### src/rtl/ps2_pkg.sv
// ps2_pkg: shared definitions for the PS/2 set-2 scan-code decoder.
//   state_e     : decoder FSM state (IDLE, EXT, BRK)
//   BYTE_*      : special scan bytes (extended prefix, break prefix, null)
//   ps2_event_t : one decoded key action {ext, brk, code}
package ps2_pkg;

    typedef enum logic [1:0] {
        IDLE = 2'd0,
        EXT  = 2'd1,
        BRK  = 2'd2
    } state_e;

    localparam logic [7:0] BYTE_EXT = 8'hE0;
    localparam logic [7:0] BYTE_BRK = 8'hF0;
    localparam logic [7:0] BYTE_NUL = 8'h00;

    typedef struct packed {
        logic       ext;
        logic       brk;
        logic [7:0] code;
    } ps2_event_t;

endpackage

### src/rtl/sync_fifo.sv
// sync_fifo: first-word fall-through synchronous FIFO.
//   clk, reset (sync, active-low)
//   push, push_data : write request and data; ignored when full unless a pop
//                     happens on the same edge
//   pop             : consume head entry; ignored when empty
//   head_data       : current head entry (valid when valid=1)
//   valid           : FIFO non-empty
//   full            : FIFO holds DEPTH entries
//   level           : number of entries held
// Pointers carry one extra MSB so that full and empty are distinguishable
// when the index bits are equal.
module sync_fifo #(
    parameter int WIDTH = 8,
    parameter int DEPTH = 8
) (
    input  logic                     clk,
    input  logic                     reset,
    input  logic                     push,
    input  logic [WIDTH-1:0]         push_data,
    input  logic                     pop,
    output logic [WIDTH-1:0]         head_data,
    output logic                     valid,
    output logic                     full,
    output logic [$clog2(DEPTH):0]   level
);
    localparam int AW = $clog2(DEPTH);

    logic [WIDTH-1:0] mem [DEPTH];
    logic [AW:0]      wr_ptr;
    logic [AW:0]      rd_ptr;
    logic             do_push;
    logic             do_pop;

    assign level     = wr_ptr - rd_ptr;
    assign valid     = (level != '0);
    assign full      = (level == (AW+1)'(DEPTH));
    assign do_pop    = pop && valid;
    // A full FIFO still accepts a write when the head leaves on the same edge.
    assign do_push   = push && (!full || do_pop);
    assign head_data = mem[rd_ptr[AW-1:0]];

    always_ff @(posedge clk) begin
        if (do_push) begin
            mem[wr_ptr[AW-1:0]] <= push_data;
        end
    end

    always_ff @(posedge clk) begin
        if (!reset) begin
            wr_ptr <= '0;
            rd_ptr <= '0;
        end else begin
            if (do_push) wr_ptr <= wr_ptr + 1'b1;
            if (do_pop)  rd_ptr <= rd_ptr + 1'b1;
        end
    end

endmodule

### src/rtl/ps2_scancode_decoder.sv
// ps2_scancode_decoder: PS/2 set-2 scan-code decoder with event FIFO.
//   clk, reset (sync, active-low)
//   in_valid, in_byte      : one received scan byte per strobe, no back-pressure
//   out_valid, out_ready   : event handshake; the head event is consumed on an
//                            edge where out_valid && out_ready, and the head
//                            fields stay stable while out_valid && !out_ready
//   out_ext, out_brk, out_code : head event; hold last value while empty
//   fifo_level             : events queued
//   drop_cnt               : events lost to a full FIFO (saturating)
//   err_cnt                : protocol errors plus prefix timeouts (saturating)
//   state                  : decoder FSM state, debug visibility
module ps2_scancode_decoder
    import ps2_pkg::*;
#(
    parameter int FIFO_DEPTH = 8,
    parameter int TIMEOUT    = 1_000_000,
    parameter int CNT_W      = 8
) (
    input  logic                          clk,
    input  logic                          reset,
    input  logic                          in_valid,
    input  logic [7:0]                    in_byte,
    output logic                          out_valid,
    input  logic                          out_ready,
    output logic                          out_ext,
    output logic                          out_brk,
    output logic [7:0]                    out_code,
    output logic [$clog2(FIFO_DEPTH):0]   fifo_level,
    output logic [CNT_W-1:0]              drop_cnt,
    output logic [CNT_W-1:0]              err_cnt,
    output logic [1:0]                    state
);
    localparam int TW = (TIMEOUT < 2) ? 1 : $clog2(TIMEOUT + 1);

    state_e      st, nxt_st;
    logic        ext_q, nxt_ext;
    logic [TW-1:0] tmo_cnt, nxt_tmo;
    logic        byte_ok;
    logic        emit;
    ps2_event_t  evt;
    logic        proto_err;
    logic        tmo_fire;
    logic        drop;
    logic        fifo_full;
    logic        fifo_valid;
    ps2_event_t  head;
    ps2_event_t  last_evt;

    assign byte_ok = in_valid && (in_byte != BYTE_NUL);
    assign state   = st;

    always_comb begin
        nxt_st    = st;
        nxt_ext   = ext_q;
        emit      = 1'b0;
        evt       = '0;
        proto_err = 1'b0;
        tmo_fire  = 1'b0;
        nxt_tmo   = tmo_cnt;

        if (byte_ok) begin
            case (st)
                IDLE: begin
                    if (in_byte == BYTE_EXT) begin
                        nxt_st = EXT;
                    end else if (in_byte == BYTE_BRK) begin
                        nxt_st  = BRK;
                        nxt_ext = 1'b0;
                    end else begin
                        emit = 1'b1;
                        evt  = '{ext: 1'b0, brk: 1'b0, code: in_byte};
                    end
                end
                EXT: begin
                    if (in_byte == BYTE_BRK) begin
                        nxt_st  = BRK;
                        nxt_ext = 1'b1;
                    end else if (in_byte != BYTE_EXT) begin
                        emit   = 1'b1;
                        evt    = '{ext: 1'b1, brk: 1'b0, code: in_byte};
                        nxt_st = IDLE;
                    end
                end
                BRK: begin
                    // A prefix where a key code belongs is consumed, not replayed.
                    if (in_byte == BYTE_EXT || in_byte == BYTE_BRK) begin
                        proto_err = 1'b1;
                    end else begin
                        emit = 1'b1;
                        evt  = '{ext: ext_q, brk: 1'b1, code: in_byte};
                    end
                    nxt_st = IDLE;
                end
                default: nxt_st = IDLE;
            endcase
        end else if (TIMEOUT != 0 && st != IDLE) begin
            // The counter holds TIMEOUT-1 on the edge where it reaches TIMEOUT.
            if (tmo_cnt == TW'(TIMEOUT - 1)) begin
                tmo_fire = 1'b1;
                nxt_st   = IDLE;
            end
        end

        if (TIMEOUT == 0 || byte_ok || nxt_st == IDLE) begin
            nxt_tmo = '0;
        end else begin
            nxt_tmo = tmo_cnt + 1'b1;
        end
    end

    // When full, out_valid is 1, so out_ready alone tells whether a pop frees a slot.
    assign drop = emit && fifo_full && !out_ready;

    always_ff @(posedge clk) begin
        if (!reset) begin
            st       <= IDLE;
            ext_q    <= 1'b0;
            tmo_cnt  <= '0;
            drop_cnt <= '0;
            err_cnt  <= '0;
            last_evt <= '0;
        end else begin
            st      <= nxt_st;
            ext_q   <= nxt_ext;
            tmo_cnt <= nxt_tmo;
            if (drop && drop_cnt != '1) begin
                drop_cnt <= drop_cnt + 1'b1;
            end
            if ((proto_err || tmo_fire) && err_cnt != '1) begin
                err_cnt <= err_cnt + 1'b1;
            end
            if (fifo_valid) begin
                last_evt <= head;
            end
        end
    end

    sync_fifo #(
        .WIDTH ($bits(ps2_event_t)),
        .DEPTH (FIFO_DEPTH)
    ) u_fifo (
        .clk       (clk),
        .reset     (reset),
        .push      (emit),
        .push_data (evt),
        .pop       (out_ready),
        .head_data (head),
        .valid     (fifo_valid),
        .full      (fifo_full),
        .level     (fifo_level)
    );

    // Storage beyond the read pointer is stale after the last pop, so the
    // visible fields fall back to the last head seen.
    assign out_valid = fifo_valid;
    assign out_ext   = fifo_valid ? head.ext  : last_evt.ext;
    assign out_brk   = fifo_valid ? head.brk  : last_evt.brk;
    assign out_code  = fifo_valid ? head.code : last_evt.code;

endmodule

### config.mk
export PLATFORM = sky130hd
export DESIGN_NAME = ps2_scancode_decoder
export DESIGN_NICKNAME = d
export VERILOG_FILES = /design/src/rtl/ps2_pkg.sv /design/src/rtl/sync_fifo.sv /design/src/rtl/ps2_scancode_decoder.sv
export SDC_FILE = /design/constraint.sdc
export NUM_CORES = 1
export LEC_CHECK = 0
export ABC_CLOCK_PERIOD_IN_PS = 5600
export CAP_MARGIN = 25
export CORE_UTILIZATION = 33
export DETAILED_ROUTE_END_ITERATION = 10
export SLEW_MARGIN = 20
export SYNTH_ARGS = -nofsm -noshare
export SYNTH_HDL_FRONTEND = slang
export SYNTH_HIERARCHICAL = 1
export SYNTH_SLANG_ARGS = --single-unit
### constraint.sdc
create_clock -name clk -period 5.6 [get_ports clk]
set_input_delay 0.56 -clock clk [delete_from_list [all_inputs] [get_ports clk]]
set_output_delay 0.56 -clock clk [all_outputs]
set_load 0.005 [all_outputs]
# == After elaboration in Yosys (flattened, before gate mapping) ==
# Memories as Yosys holds them, arrays and structs flattened. A register that Yosys moved wholly into a read port is not among the register bits.
# Cells that the tools add are included.
# totals
output_inout_bits,33
input_bits,12
n_memories,1
ramBits,80
reg_bits,57
# op_classes
n_reduce_logical,21
bitwise_logic,1
eq_ne,12
mux,39
n_addsub,6
# memory_table
name,words,width,read_ports,rd_clocked_by_memory_dff,wr,line_no,rtl
u_fifo.mem,8,10,1,1,1,sync_fifo.sv:28,logic [WIDTH-1:0] mem [DEPTH];
# ops
operator,count
two-way mux 10 bit,4
case mux 10 bit (3 select lines),1
two-way mux 8 bit,3
inequality test 8 bit (second input constant),3
adder 20 x 1 -> 20 bit (second input constant),1
equality test 20 bit (second input constant),1
two-way mux 1 bit,19
adder 8 x 1 -> 8 bit (second input constant),2
equality test 8 bit (second input constant),2
two-way mux 2 bit,7
adder 4 x 1 -> 4 bit (second input constant),2
nonzero test 8 bit,1
logical AND 1 bit,7
two-way mux 3 bit,2
inequality test 2 bit (second input constant),3
AND reduction 5 bit,1
equality test 4 bit (second input constant),1
zero test 2 bit,2
logical OR 1 bit,4
case mux 2 bit (2 select lines),1
nonzero test 2 bit,2
nonzero test 4 bit,1
subtractor 4 bit,1
case mux 1 bit (3 select lines),1
other kinds (6),7

# == Logic depth before layout (Yosys ltp) ==
# Gate-level depths: netlist of run 1.
# logic_depth
ltp_word,8
depth_mapped,14

# == Modules after synthesis ==
# Netlist of run 1, hierarchy kept.
# by_module_without_submodules
mod,n_inst,area_per_inst_um2,cells_per_inst,seq_area_each_um2
sync_fifo,1,3734.8,194,2622.5
ps2_scancode_decoder,1,2441.1,267,980.9

# == Worst setup path before layout of run 1 ==
# Ideal clock, no wire load.
# synth_path
kind,register -> register
start,register u_fifo.wr_ptr[0]
end,memory u_fifo/mem[2][0] (netlist bit) (enable)
period_less_slack_ns,3.249
stages_incl_launch_ff,11
setup_time_ns,0.407
arrival_time_ns,2.842
path_slack_ns,2.351
required_ns,5.193
path_buffers,2
cell_sequence,dfxtp_1 > clkbuf_8 > inv_1 > ha_1 > inv_1 > fa_1 > xor2_1 > or3_4 > o41ai_4 > buf_6 > nor4b_1
# synth_via
elab_chain_cells,7
word_cells_on_any_way,9
# synth_rtl
element,line_no,rtl
start: declaration,sync_fifo.sv:29,logic [AW:0] wr_ptr;
start signal: assignment,sync_fifo.sv:53,if (do_push) wr_ptr <= wr_ptr + 1'b1;
subtractor 4 bit (*),sync_fifo.sv:34,assign level = wr_ptr - rd_ptr;
net fifo_level[2],ps2_scancode_decoder.sv:28,"output logic [$clog2(FIFO_DEPTH):0] fifo_level,"
equality test 4 bit or nonzero test 4 bit (tied branches),"sync_fifo.sv:36, sync_fifo.sv:35",
zero test 1 bit or logical AND 1 bit (tied branches),"sync_fifo.sv:39, sync_fifo.sv:37",
logical OR 1 bit (*),sync_fifo.sv:39,assign do_push = push && (!full || do_pop);
logical AND 1 bit (*),sync_fifo.sv:39,
two-way mux 1 bit (*),sync_fifo.sv:43,if (do_push) begin
two-way mux 1 bit (not written as such) (*),sync_fifo.sv:44,mem[wr_ptr[AW-1:0]] <= push_data;
end: declaration,sync_fifo.sv:28,
# Mark *: on every way through the listed nets, which the timed path passes. The rest lies on a longest branch.

# == Worst setup path after layout of run 1 ==
# layout_path
start,register u_fifo.wr_ptr[0]
end,output out_code[4]
# layout_via
elab_chain_cells,3
# layout_rtl
element,line_no,rtl
subtractor 4 bit,sync_fifo.sv:34,
nonzero test 4 bit,sync_fifo.sv:35,assign valid = (level != '0);
two-way mux 8 bit,ps2_scancode_decoder.sv:158,assign out_code = fifo_valid ? head.code : last_evt.code;
end: declaration,ps2_scancode_decoder.sv:27,"output logic [7:0] out_code,"
# No other way between the ends.

==> metrics.md, run 1 <==
| Metric | Value |
|---|---|
| Distinct cell type count of the synthesized netlist | 66 |
| Flop and latch count out of synthesis | 140 |
| Worst path required time | 5.04 ns |
| Share of synthesized cell area in and, or, nand and nor gates | 0.1584 |
| Setup Viol. Count Final | 0 |
| Final Hold Vio Count | 0 |
| Kind of capture point of the worst setup path | output port |
| Number of clock sinks | 140 |
| Netlist Area Pre-Place | 6176 um2 |
| GR Util All Layers | 0.1387 |
| Clock insertion delay at the later pin of the skew report | 0.42 ns |
| Hold slack | 0.4705 ns |
| Number of max-capacitance violations reported | 0 |
| Post-DP HPWL | 8357 um |
| Number of fill cells | 1684 |
| Number of core rows | 49 |
| Root buffer cell | clkbuf_16 |
| Portion of the clock cycle consumed by the worst path in the final layout | 0.7758 |
| EDFF count, synth | 80 |
| Most common flop cell mapped by yosys | edfxtp_1 |
| Largest buffer count on any clock path | 2 |
| Fraction of layout cells with a size suffix above 1 | 0.1867 |
| Proportion of synthesized flip-flops having asynchronous set or reset | 0 |
| Number of buffers created by CTS | 17 |
| Largest family of logic cells by synthesized area | simple AND/OR/NAND/NOR gates |
| Hold Crit Class | reg -> reg |
| Placed insts | 722 |
| Proportion of synthesized chip area in sequential cells | 0.5835 |
| Pin count of the biggest net entering global routing | 41 |
| IO Pins | 45 |
| Number of buffers inserted by port buffering | 44 |
| Cells after synthesis | 461 |
| DRC errors left | 1 |
| Non-filler cells in the finished layout | 754 |
| Post-layout min period | 4.344 ns |
| Adder and majority cell fraction of the synthesized area | 0.01945 |
| Arrival @ worst endpoint | 3.78 ns |
| Failing checks | design-rule violations |
| Post-CTS setup repair buffer count | 0 |
| Most frequent cells in the layout | 80 x edfxtp_1, 60 x dfxtp_1, 44 x clkdlybuf4s50_1, 34 x nor2_1, 25 x nand2_1 |
| Die outline width | 138.8 um |
| Number of antenna violations at the first check in global routing | 0 |
| Worst clock skew on the final layout | 0.004001 ns |
| Total via count after detailed routing | 3797 |
| Antenna fix cells | 0 |
| Post-route ant nets | 0 |
| Status | finished, violations left |
| Ratio of total power to cell area | 437.3 nW/um2 |
| WS Path Type | reg -> out |
| Multiplexer share of the synthesized area | 0.1224 |
| Overall power after layout | 3.241 mW |
| Wire length of the first global-routing pass | 20150 um |
| Vias in the first global route | 3833 |
| Peak clock frequency supported by timing | 230.2 MHz |
| Routed length per instance | 16.50 um |
| Post-Synthesis Mean Instance Area | 13.40 um2 |
| RSZ-0062 raised after global routing | no |
| Count of hold buffers inserted by post-cts repair | 0 |
| Post-CTS clock slew at the launch and capture registers of the worst setup and hold paths | 0.06 ns |
| Routed WL | 12440 um |
| Vertical die dimension | 138.8 um |
| Crit start category | flip-flop |
| Synthesized netlist net count | 482 |
| Peak supply drop | 0.2380 mV |
| TritonCTS clock tree | built |
| Initial core utilization | 0.3403 |
| Layout overhead on the synthesized area | 20.00% |
| Resize count post-CTS | 0 |
| Router iterations before antenna repair | 7 |
| Count of pins over their slew limit | 0 |
| Most frequent standard cell in the layout excluding fill and tap cells | edfxtp_1 |
| Synth Area in XOR/XNOR | 0.03829 |
| GRT overflow | 0 |
| Synthesized-area fraction occupied by ao, oa, aoi and oai cells | 0.04781 |
| Gp weighted congestion | 0.7996 |
| Static Leak | 2.506 nW |
| Std-Cell Core Area | 18150 um2 |
| Tightest slew margin relative to the limit | 0.2940 |
| Number of nets in the layout | 533 |
| Number of H-tree branching levels | 4 |
| Initial DRC Count | 194 |
| Worst Tran Pin Value | 1.058 ns |
| Maximum fanout encountered on the critical timing path | 11 |
| Yosys Warn Count | 6 |
| Total Neg Setup Slack | 0 ns |
| Detailed-route vias per instance | 5.036 |
| Die outline area | 19270 um2 |
==> report_power, final <==
part / switching, mW / leakage (nW) / total, mW / internal (mW)
registers: 0.0620 / 1.23 / 1.24 / 1.17
clock network: 0.400 / 0.270 / 1.06 / 0.663
logic: 0.389 / 1.00 / 0.941 / 0.552
total: 0.851 / 2.51 / 3.24 / 2.39
==> state kept, by name (all words and copies together) (netlist names), named ones only <==
| name | cells |
|---|---|
| u_fifo/mem | 80 |
| tmo_cnt | 20 |
| last_evt | 10 |
| drop_cnt | 8 |
| err_cnt | 8 |
| u_fifo/rd_ptr | 4 |
| u_fifo/wr_ptr | 4 |
| state | 2 |
| ext_q | 1 |
==> final cells by class <==
class                   instances  area (um2)  area share
clock buffers                  24       461.7     0.06230
clock inverters                 8       95.09     0.01283
inverters                      11       41.29    0.005571
multi-input cells             290        2422      0.3269
flip-flops and latches        140        3603      0.4862
well taps                     229       286.5     0.03866
repair buffers                 52       500.5     0.06753
==> cell usage after synthesis, types with 9 or more instances <==
cell type  number  area share
nand4_1        11       0.011
clkbuf_1        9      0.0055
edfxtp_1       80        0.39
mux4_2         20       0.073
dfxtp_1        60        0.19
and3_1         16       0.016
nor2_1         34       0.021
and2_1         15       0.015
xor2_1         18       0.026
nand2_1        25       0.015
nand3_1        17       0.014
mux2_2         20       0.036
xnor2_1         9       0.013
inv_1          11      0.0067
==> path summary, 6_finish.rpt <==
path                         start  slack (ns)  cells past startpoint          endpoint
setup / recovery  u_fifo/wr_ptr[0]        1.26                      8       out_code[4]
hold / removal          tmo_cnt[0]        0.47                      1        tmo_cnt[0]
setup reg to reg  u_fifo/wr_ptr[0]        2.12                      8  u_fifo/mem[7][3]
hold reg to reg         tmo_cnt[0]        0.47                      1        tmo_cnt[0]
==> cells by family after synthesis <==
group,count (synthesis)
compound gates,37
xor+xnor,27
fa+ha+maj,9
buf+inv,31
flops,140
mux,48
simple gates,169
==> critical path: stages (launching register included) <==
cell and delay (ns):
dfxtp_1 0.55, inv_1 0.18, ha_1 0.25, inv_1 0.07
fa_1 0.44, or3_4 0.45, or3_2 0.62, mux2_2 0.31
clkdlybuf4s50_1 0.50
==> per-layer routing <==
metal	part of all wire	wire, um	up-vias	GRT usage
li1	-	-	1838	-
met1	0.46	5760	1888	0.1718
met2	0.49	6069	52	0.2262
met3	0.037	459	19	0.04558
met4	0.012	154	0	0.04912
met5	0	0	-	0
==> stage by stage <==
stage	setup WS, ns	util	instance area (um2)
floorplan	2.351	-	6176
detailed placement	1.643	0.3777	6854
finish	1.256	0.4084	7411
global route	1.093	0.4084	7411
global placement	1.757	0.3773	6847
CTS	1.186	0.4084	7411
Note: power is estimated with default switching activity, not from simulation.
==> run 2: changes to the inputs <==
Settings changed: ABC_CLOCK_PERIOD_IN_PS 5600 to 3700.
Clock period 5.6 ns to 3.7 ns, I/O delays scaled along.
==> run 2 against run 1 <==
  * Count of clock-buffer cells in the layout fell by 4
  * Largest power group unchanged
  * Cell count increased by 2.0%
  * Sequential share of layout area down 1.1 points
  * The run still ends with design-rule violations left
  * First-iteration DRC count grew 25%
  * Critical endpoint is now out_code[3]
  * Routed wire length increased by 8.4%
  * Global-route usage rose by 0.65 points
  * Critical path depth grew 1
  * Largest cell class unchanged
  * Non-clock buffer count rose by 14
  * Via count increased by 2.4%
==> metrics.md, run 2 (synthesis gave the netlist of run 1 again) <==
| Metric | Value |
|---|---|
| Status | finished, violations left |
| Failing checks | design-rule violations |
| Router iterations before antenna repair | 7 (unchanged) |
| IO Pins | 45 (unchanged) |
| Number of buffers created by CTS | 17 (unchanged) |
| Wire length of the first global-routing pass | 21180 um (+5.1%) |
| Cells along the critical path | inv_2 -> ha_2 -> inv_1 -> fa_1 -> xor2_1 -> or3_4 -> or3_4 -> mux2_4 -> clkdlybuf4s50_1 |
| Arrival @ worst endpoint | 3.20 ns (-0.58 ns) |
| Gp weighted congestion | 0.7565 (-5.4%) |
| Max FFs per register | 80 (unchanged) |
| Total Neg Setup Slack | 0 ns (unchanged) |
| Routed length per instance | 17.54 um (+6.3%) |
| Hold Crit Class | reg -> reg |
| Busiest layer in global routing | met2 |
| Delay of the slowest cell on the worst path | 0.48 ns (-0.14 ns) |
| Met3 usage | 0.04178 (-0.003798) |
| RSZ-0062 raised after global routing | no |
| Root buffer cell | clkbuf_16 |
| Count of pins over their slew limit | 0 (unchanged) |
| Die outline width | 138.8 um (unchanged) |
| Std-Cell Core Area | 18150 um2 (unchanged) |
| Vertical die dimension | 138.8 um (unchanged) |
| Logic depth of the worst setup path including buffers | 9 (+1) |
| Reg-to-reg slack, setup | 0.48 ns (-1.64 ns) |
| GRT overflow | 0 (unchanged) |
| Met2 Resource Use GR | 0.2366 (+0.01037) |
| Detailed-route vias per instance | 5.056 (+0.40%) |
| Pin count of the biggest net entering global routing | 26 (-37%) |
| Number of H-tree branching levels | 4 (unchanged) |
| Number of max-capacitance violations reported | 0 (unchanged) |
| Total via count after detailed routing | 3888 (+2.4%) |
| Peak supply drop | 0.3218 mV (+35%) |
| Static Leak | 2.624 nW (+4.7%) |
| Cell family with most CP delay | simple AND/OR/NAND/NOR gates |
| Fin area | 7577 um2 (+2.2%) |
| Reg-to-Reg Start | u_fifo/rd_ptr[2] |
| TritonCTS clock tree | built |
| Clock insertion delay at the later pin of the skew report | 0.41 ns (about the same) |
| Area taken by flip-flops and latches | 3605 um2 (about the same) |
| DP Worst Slack | 0.2748 ns (-1.368 ns) |
| Initial DRC Count | 243 (+25%) |
| Tightest slew margin relative to the limit | 0.4687 (+0.1748) |
| Number of clock sinks | 140 (unchanged) |
| Final Hold Vio Count | 0 (unchanged) |
| Fraction of layout cells with a size suffix above 1 | 0.2222 (+0.03556) |
| Initial core utilization | 0.3403 (unchanged) |
| Worst path required time | 3.33 ns (-1.71 ns) |
| Maximum fanout encountered on the critical timing path | 6 (-5) |
| Area taken by multi-input logic gates | 2454 um2 (+1.3%) |
| Post-CTS clock slew at the launch and capture registers of the worst setup and hold paths | 0.06 ns (about the same) |
| DRC errors left | 1 (unchanged) |
| Number of fill cells | 1657 (-1.6%) |
| Number of core rows | 49 (unchanged) |
| Peak clock frequency supported by timing | 280.0 MHz |
| Antenna fix cells | 0 (unchanged) |
| Routed WL | 13490 um (+8.4%) |
| Hold slack | 0.4787 ns (+0.008190 ns) |
| Setup Viol. Count Final | 0 (unchanged) |
| Path depth of the worst reg2reg path | 11 (+3) |
| Crit start category | flip-flop |
| Layout overhead on the synthesized area | 22.69% |
| M1 GR Usage | 0.1838 (+0.01203) |
| Fraction of the core area covered by cells at the end of the flow | 0.4175 (+0.009170) |
| Kind of capture point of the worst setup path | output port |
| Post-DP HPWL | 8796 um (+5.3%) |
| Worst Tran Pin Value | 0.7896 ns (-0.2680 ns) |
| Most Frequent Cell on Critical Path | or3_4 |
| Worst clock skew on the final layout | 0.006894 ns (+0.002893 ns) |
| Largest buffer count on any clock path | 2 (unchanged) |
| Reg2reg end | drop_cnt[7] |
| Endpoint of the worst setup timing path | out_code[3] |
| Number of nets in the layout | 548 (+2.8%) |
| Most frequent cells in the layout | 80 x edfxtp_1, 59 x dfxtp_1, 42 x clkdlybuf4s50_1, 33 x nor2_1, 25 x nand2_1 |
| Portion of the clock cycle consumed by the worst path in the final layout | 0.9654 |
| Vias in the first global route | 3974 (+3.7%) |
| Most frequent standard cell in the layout excluding fill and tap cells | edfxtp_1 |
| Post-route ant nets | 0 (unchanged) |
| Total buffers and inverters traversed by the critical path | 3 (unchanged) |
| WS Path Type | reg -> out |
| Critical path's slowest cell | or3_4 |
| Number of buffers inserted by port buffering | 44 (unchanged) |
| GR Util All Layers | 0.1452 (+0.006533) |
| Ratio of total power to cell area | 684.6 nW/um2 (+57%) |
| Post-place instance area | 6924 um2 (+1.0%) |
| First element of the critical path | u_fifo/wr_ptr[0] |
| Die outline area | 19270 um2 (unchanged) |
| Worst setup margin | 0.1281 ns (-1.128 ns) |
| Post-layout min period | 3.572 ns |
| Number of antenna violations at the first check in global routing | 0 (unchanged) |
## run 2: cell types whose count changed in the layout (fill, tap and decap cells not counted), moves of 3 or more
cell      change
clkbuf_1      -3
buf_4        +13
mux2_2        -3
mux2_4        +3
## run 2: what timing repair did
item,CTS,global route
buffers inserted,0,4
gates cloned,0,1
setup endpoints to repair,10,10
resized for setup,1,9
hold buffers,0,0
pin swaps,0,2
## run 2: final cells by class
type                    count  area share
flip-flops and latches    140      0.4757
multi-input cells         291      0.3238
repair buffers             66     0.08025
clock buffers              20     0.05763
well taps                 229     0.03781
clock inverters            12     0.01932
inverters                  11    0.005449
## run 2: per-layer routing
metal | part of all wire | up-vias | wire (um)
met5 | 0 | - | 0
met4 | 0.0052 | 0 | 70
met3 | 0.065 | 6 | 874
met2 | 0.48 | 85 | 6480
met1 | 0.45 | 1929 | 6061
li1 | - | 1868 | -
## run 2: worst min path at each step
| stage | start | endpoint | depth (start not counted) |
|---|---|---|---|
| 6_report | tmo_cnt[0] | tmo_cnt[0] | 1 |
| 4_1_cts | tmo_cnt[0] | tmo_cnt[0] | 1 |
| 2_1_floorplan | tmo_cnt[0] | tmo_cnt[0] | 1 |
| 3_5_place_dp | tmo_cnt[0] | tmo_cnt[0] | 1 |
| 5_1_grt | tmo_cnt[0] | tmo_cnt[0] | 1 |
| 3_3_place_gp | tmo_cnt[0] | tmo_cnt[0] | 1 |
## run 2: where the power goes
group / total (mW) / leakage (nW) / internal [mW] / switching, mW
combinational: 1.68 / 1.11 / 0.955 / 0.729
sequential: 1.83 / 1.23 / 1.78 / 0.0478
clock: 1.68 / 0.282 / 1.05 / 0.623
## run 2: stage by stage
| stage | power, mW | std cells |
|---|---|---|
| after detailed placement | 3.397 | 731 |
| after global routing | 5.448 | 769 |
| after floorplan | 2.775 | 461 |
| after global placement | 3.358 | 731 |
| final | 5.187 | 769 |
| after CTS | 5.104 | 763 |
==> run 3: changes to the inputs <==
Settings changed: ABC_CLOCK_PERIOD_IN_PS 3700 to 4400.
Clock period 3.7 ns to 4.4 ns, I/O delays scaled along.
==> run 3 against run 2 <==
  * The run still ends with design-rule violations left
  * Register-to-register slack better by 0.73 ns
  * Critical path depth down 1
  * Clock skew up 0.00073 ns
  * Clock power down 17%
  * Largest power group unchanged
  * Highest routed layer unchanged
==> metrics.md, run 3 (synthesis gave the netlist of run 1 again) <==
| Metric | Value |
|---|---|
| Hold Crit Class | reg -> reg |
| Worst clock skew on the final layout | 0.007622 ns (+0.0007283 ns) |
| Max FFs per register | 80 (unchanged) |
| Router iterations before antenna repair | 9 (+2) |
| Maximum fanout encountered on the critical timing path | 11 (+5) |
| Peak supply drop | 0.2520 mV (-22%) |
| Count of pins over their slew limit | 0 (unchanged) |
| Post-layout min period | 4.052 ns |
| Antenna fix cells | 0 (unchanged) |
| Gp weighted congestion | 0.7924 (+4.7%) |
| Delay of the slowest cell on the worst path | 0.62 ns (+0.14 ns) |
| Total buffers and inverters traversed by the critical path | 3 (unchanged) |
| Most frequent standard cell in the layout excluding fill and tap cells | edfxtp_1 |
| Post-route ant nets | 0 (unchanged) |
| Total via count after detailed routing | 3802 (-2.2%) |
| Vias in the first global route | 3925 (-1.2%) |
| Number of H-tree branching levels | 4 (unchanged) |
| Status | finished, violations left |
| Die outline width | 138.8 um (unchanged) |
| Post-CTS clock slew at the launch and capture registers of the worst setup and hold paths | 0.06 ns (about the same) |
| Number of clock sinks | 140 (unchanged) |
| GRT overflow | 0 (unchanged) |
| Pin count of the biggest net entering global routing | 25 (-3.8%) |
| Number of core rows | 49 (unchanged) |
| Final Hold Vio Count | 0 (unchanged) |
| Largest buffer count on any clock path | 2 (unchanged) |
| Number of buffers created by CTS | 17 (unchanged) |
| Number of fill cells | 1701 (+2.7%) |
| Hold slack | 0.4677 ns (-0.01107 ns) |
| Cell family with most CP delay | simple AND/OR/NAND/NOR gates |
| Routed length per instance | 16.72 um (-4.7%) |
| Area taken by multi-input logic gates | 2422 um2 (-1.3%) |
| Portion of the clock cycle consumed by the worst path in the final layout | 0.9209 |
| Number of antenna violations at the first check in global routing | 0 (unchanged) |
| Layout overhead on the synthesized area | 20.54% |
| Vertical die dimension | 138.8 um (unchanged) |
| Post-DP HPWL | 8553 um (-2.8%) |
| Kind of capture point of the worst setup path | output port |
| IO Pins | 45 (unchanged) |
| Area taken by flip-flops and latches | 3605 um2 (unchanged) |
| Number of max-capacitance violations reported | 0 (unchanged) |
| Clock insertion delay at the later pin of the skew report | 0.41 ns (about the same) |
| Detailed-route vias per instance | 5.029 (-0.53%) |
| Worst path required time | 3.96 ns (+0.63 ns) |
| Crit start category | flip-flop |
| TritonCTS clock tree | built |
| Static Leak | 2.527 nW (-3.7%) |
| Tightest slew margin relative to the limit | 0.4072 (-0.06151) |
| Routed WL | 12640 um (-6.3%) |
| Initial core utilization | 0.3403 (unchanged) |
| Reg-to-reg slack, setup | 1.21 ns (+0.73 ns) |
| Setup Viol. Count Final | 0 (unchanged) |
| Most frequent cells in the layout | 80 x edfxtp_1, 59 x dfxtp_1, 44 x clkdlybuf4s50_1, 34 x nor2_1, 25 x nand2_1 |
| Post-CTS setup repair buffer count | 0 (unchanged) |
| Number of buffers inserted by port buffering | 44 (unchanged) |
| Critical path's slowest cell | or3_2 |
| Number of nets in the layout | 535 (-2.4%) |
| Fraction of layout cells with a size suffix above 1 | 0.1917 (-0.03057) |
| Failing checks | design-rule violations |
| WS Path Type | reg -> out |
| Wire length of the first global-routing pass | 20660 um (-2.5%) |
| Most Frequent Cell on Critical Path | inv_1 |
| Placed insts | 723 (-1.1%) |
| Overall power after layout | 4.176 mW (-20%) |
| Ratio of total power to cell area | 560.9 nW/um2 (-18%) |
| Total Neg Setup Slack | 0 ns (unchanged) |
| RSZ-0062 raised after global routing | no |
| Non-filler cells in the finished layout | 756 (-1.7%) |
| Cells along the critical path | inv_1 -> ha_1 -> inv_1 -> fa_1 -> or3_4 -> or3_2 -> mux2_2 -> clkdlybuf4s50_1 |
| DRC errors left | 1 (unchanged) |
| Std-Cell Core Area | 18150 um2 (unchanged) |
| Worst Tran Pin Value | 0.8873 ns (+0.09763 ns) |
| Arrival @ worst endpoint | 3.61 ns (+0.41 ns) |
| Die outline area | 19270 um2 (unchanged) |
| Fraction of the core area covered by cells at the end of the flow | 0.4102 (-0.007308) |
| GR Util All Layers | 0.1420 (-0.003226) |
| Root buffer cell | clkbuf_16 |
| Peak clock frequency supported by timing | 246.8 MHz |
| Initial DRC Count | 197 (-19%) |
run 3: final timing paths:
check | from | end | cells after the start
hold / removal | tmo_cnt[0] | tmo_cnt[0] | 1
hold reg to reg | tmo_cnt[0] | tmo_cnt[0] | 1
setup / recovery | u_fifo/wr_ptr[0] | out_code[4] | 8
setup reg to reg | u_fifo/wr_ptr[0] | drop_cnt[7] | 11
run 3: power by group:
group	leakage [nW]	switching, mW	internal, mW
clock	0.280	0.505	0.887
combinational	1.02	0.512	0.707
sequential	1.23	0.0686	1.50
run 3: metal layers:
metal,track usage,routed length [um],vias to the layer above
li1,-,-,1838
met1,0.1765,5772,1876
met2,0.2299,6099,68
met3,0.04731,587,20
met4,0.05146,179,0
met5,0,0,-
run 3: final cells by class:
class,instances,share of cell area
multi-input combinational,290,0.3254
clock inverter,8,0.01597
clock buffer,24,0.06067
sequential,140,0.4842
timing repair buffer,54,0.06975
tap,229,0.03849
inverter,11,0.005546
run 3: repair_timing:
action,CTS,global route
gates resized for setup,0,1
hold buffers,0,0
setup endpoints to repair,0,10
run 3: per-stage QoR:
| step | cell area (um2) | setup slack [ns] |
|---|---|---|
| finish | 7445 | 0.3479 |
| global route | 7445 | 0.1575 |
| CTS | 7432 | 0.1394 |
| detailed placement | 6862 | 0.5926 |
| global placement | 6862 | 0.6738 |
| floorplan | 6176 | 1.151 |
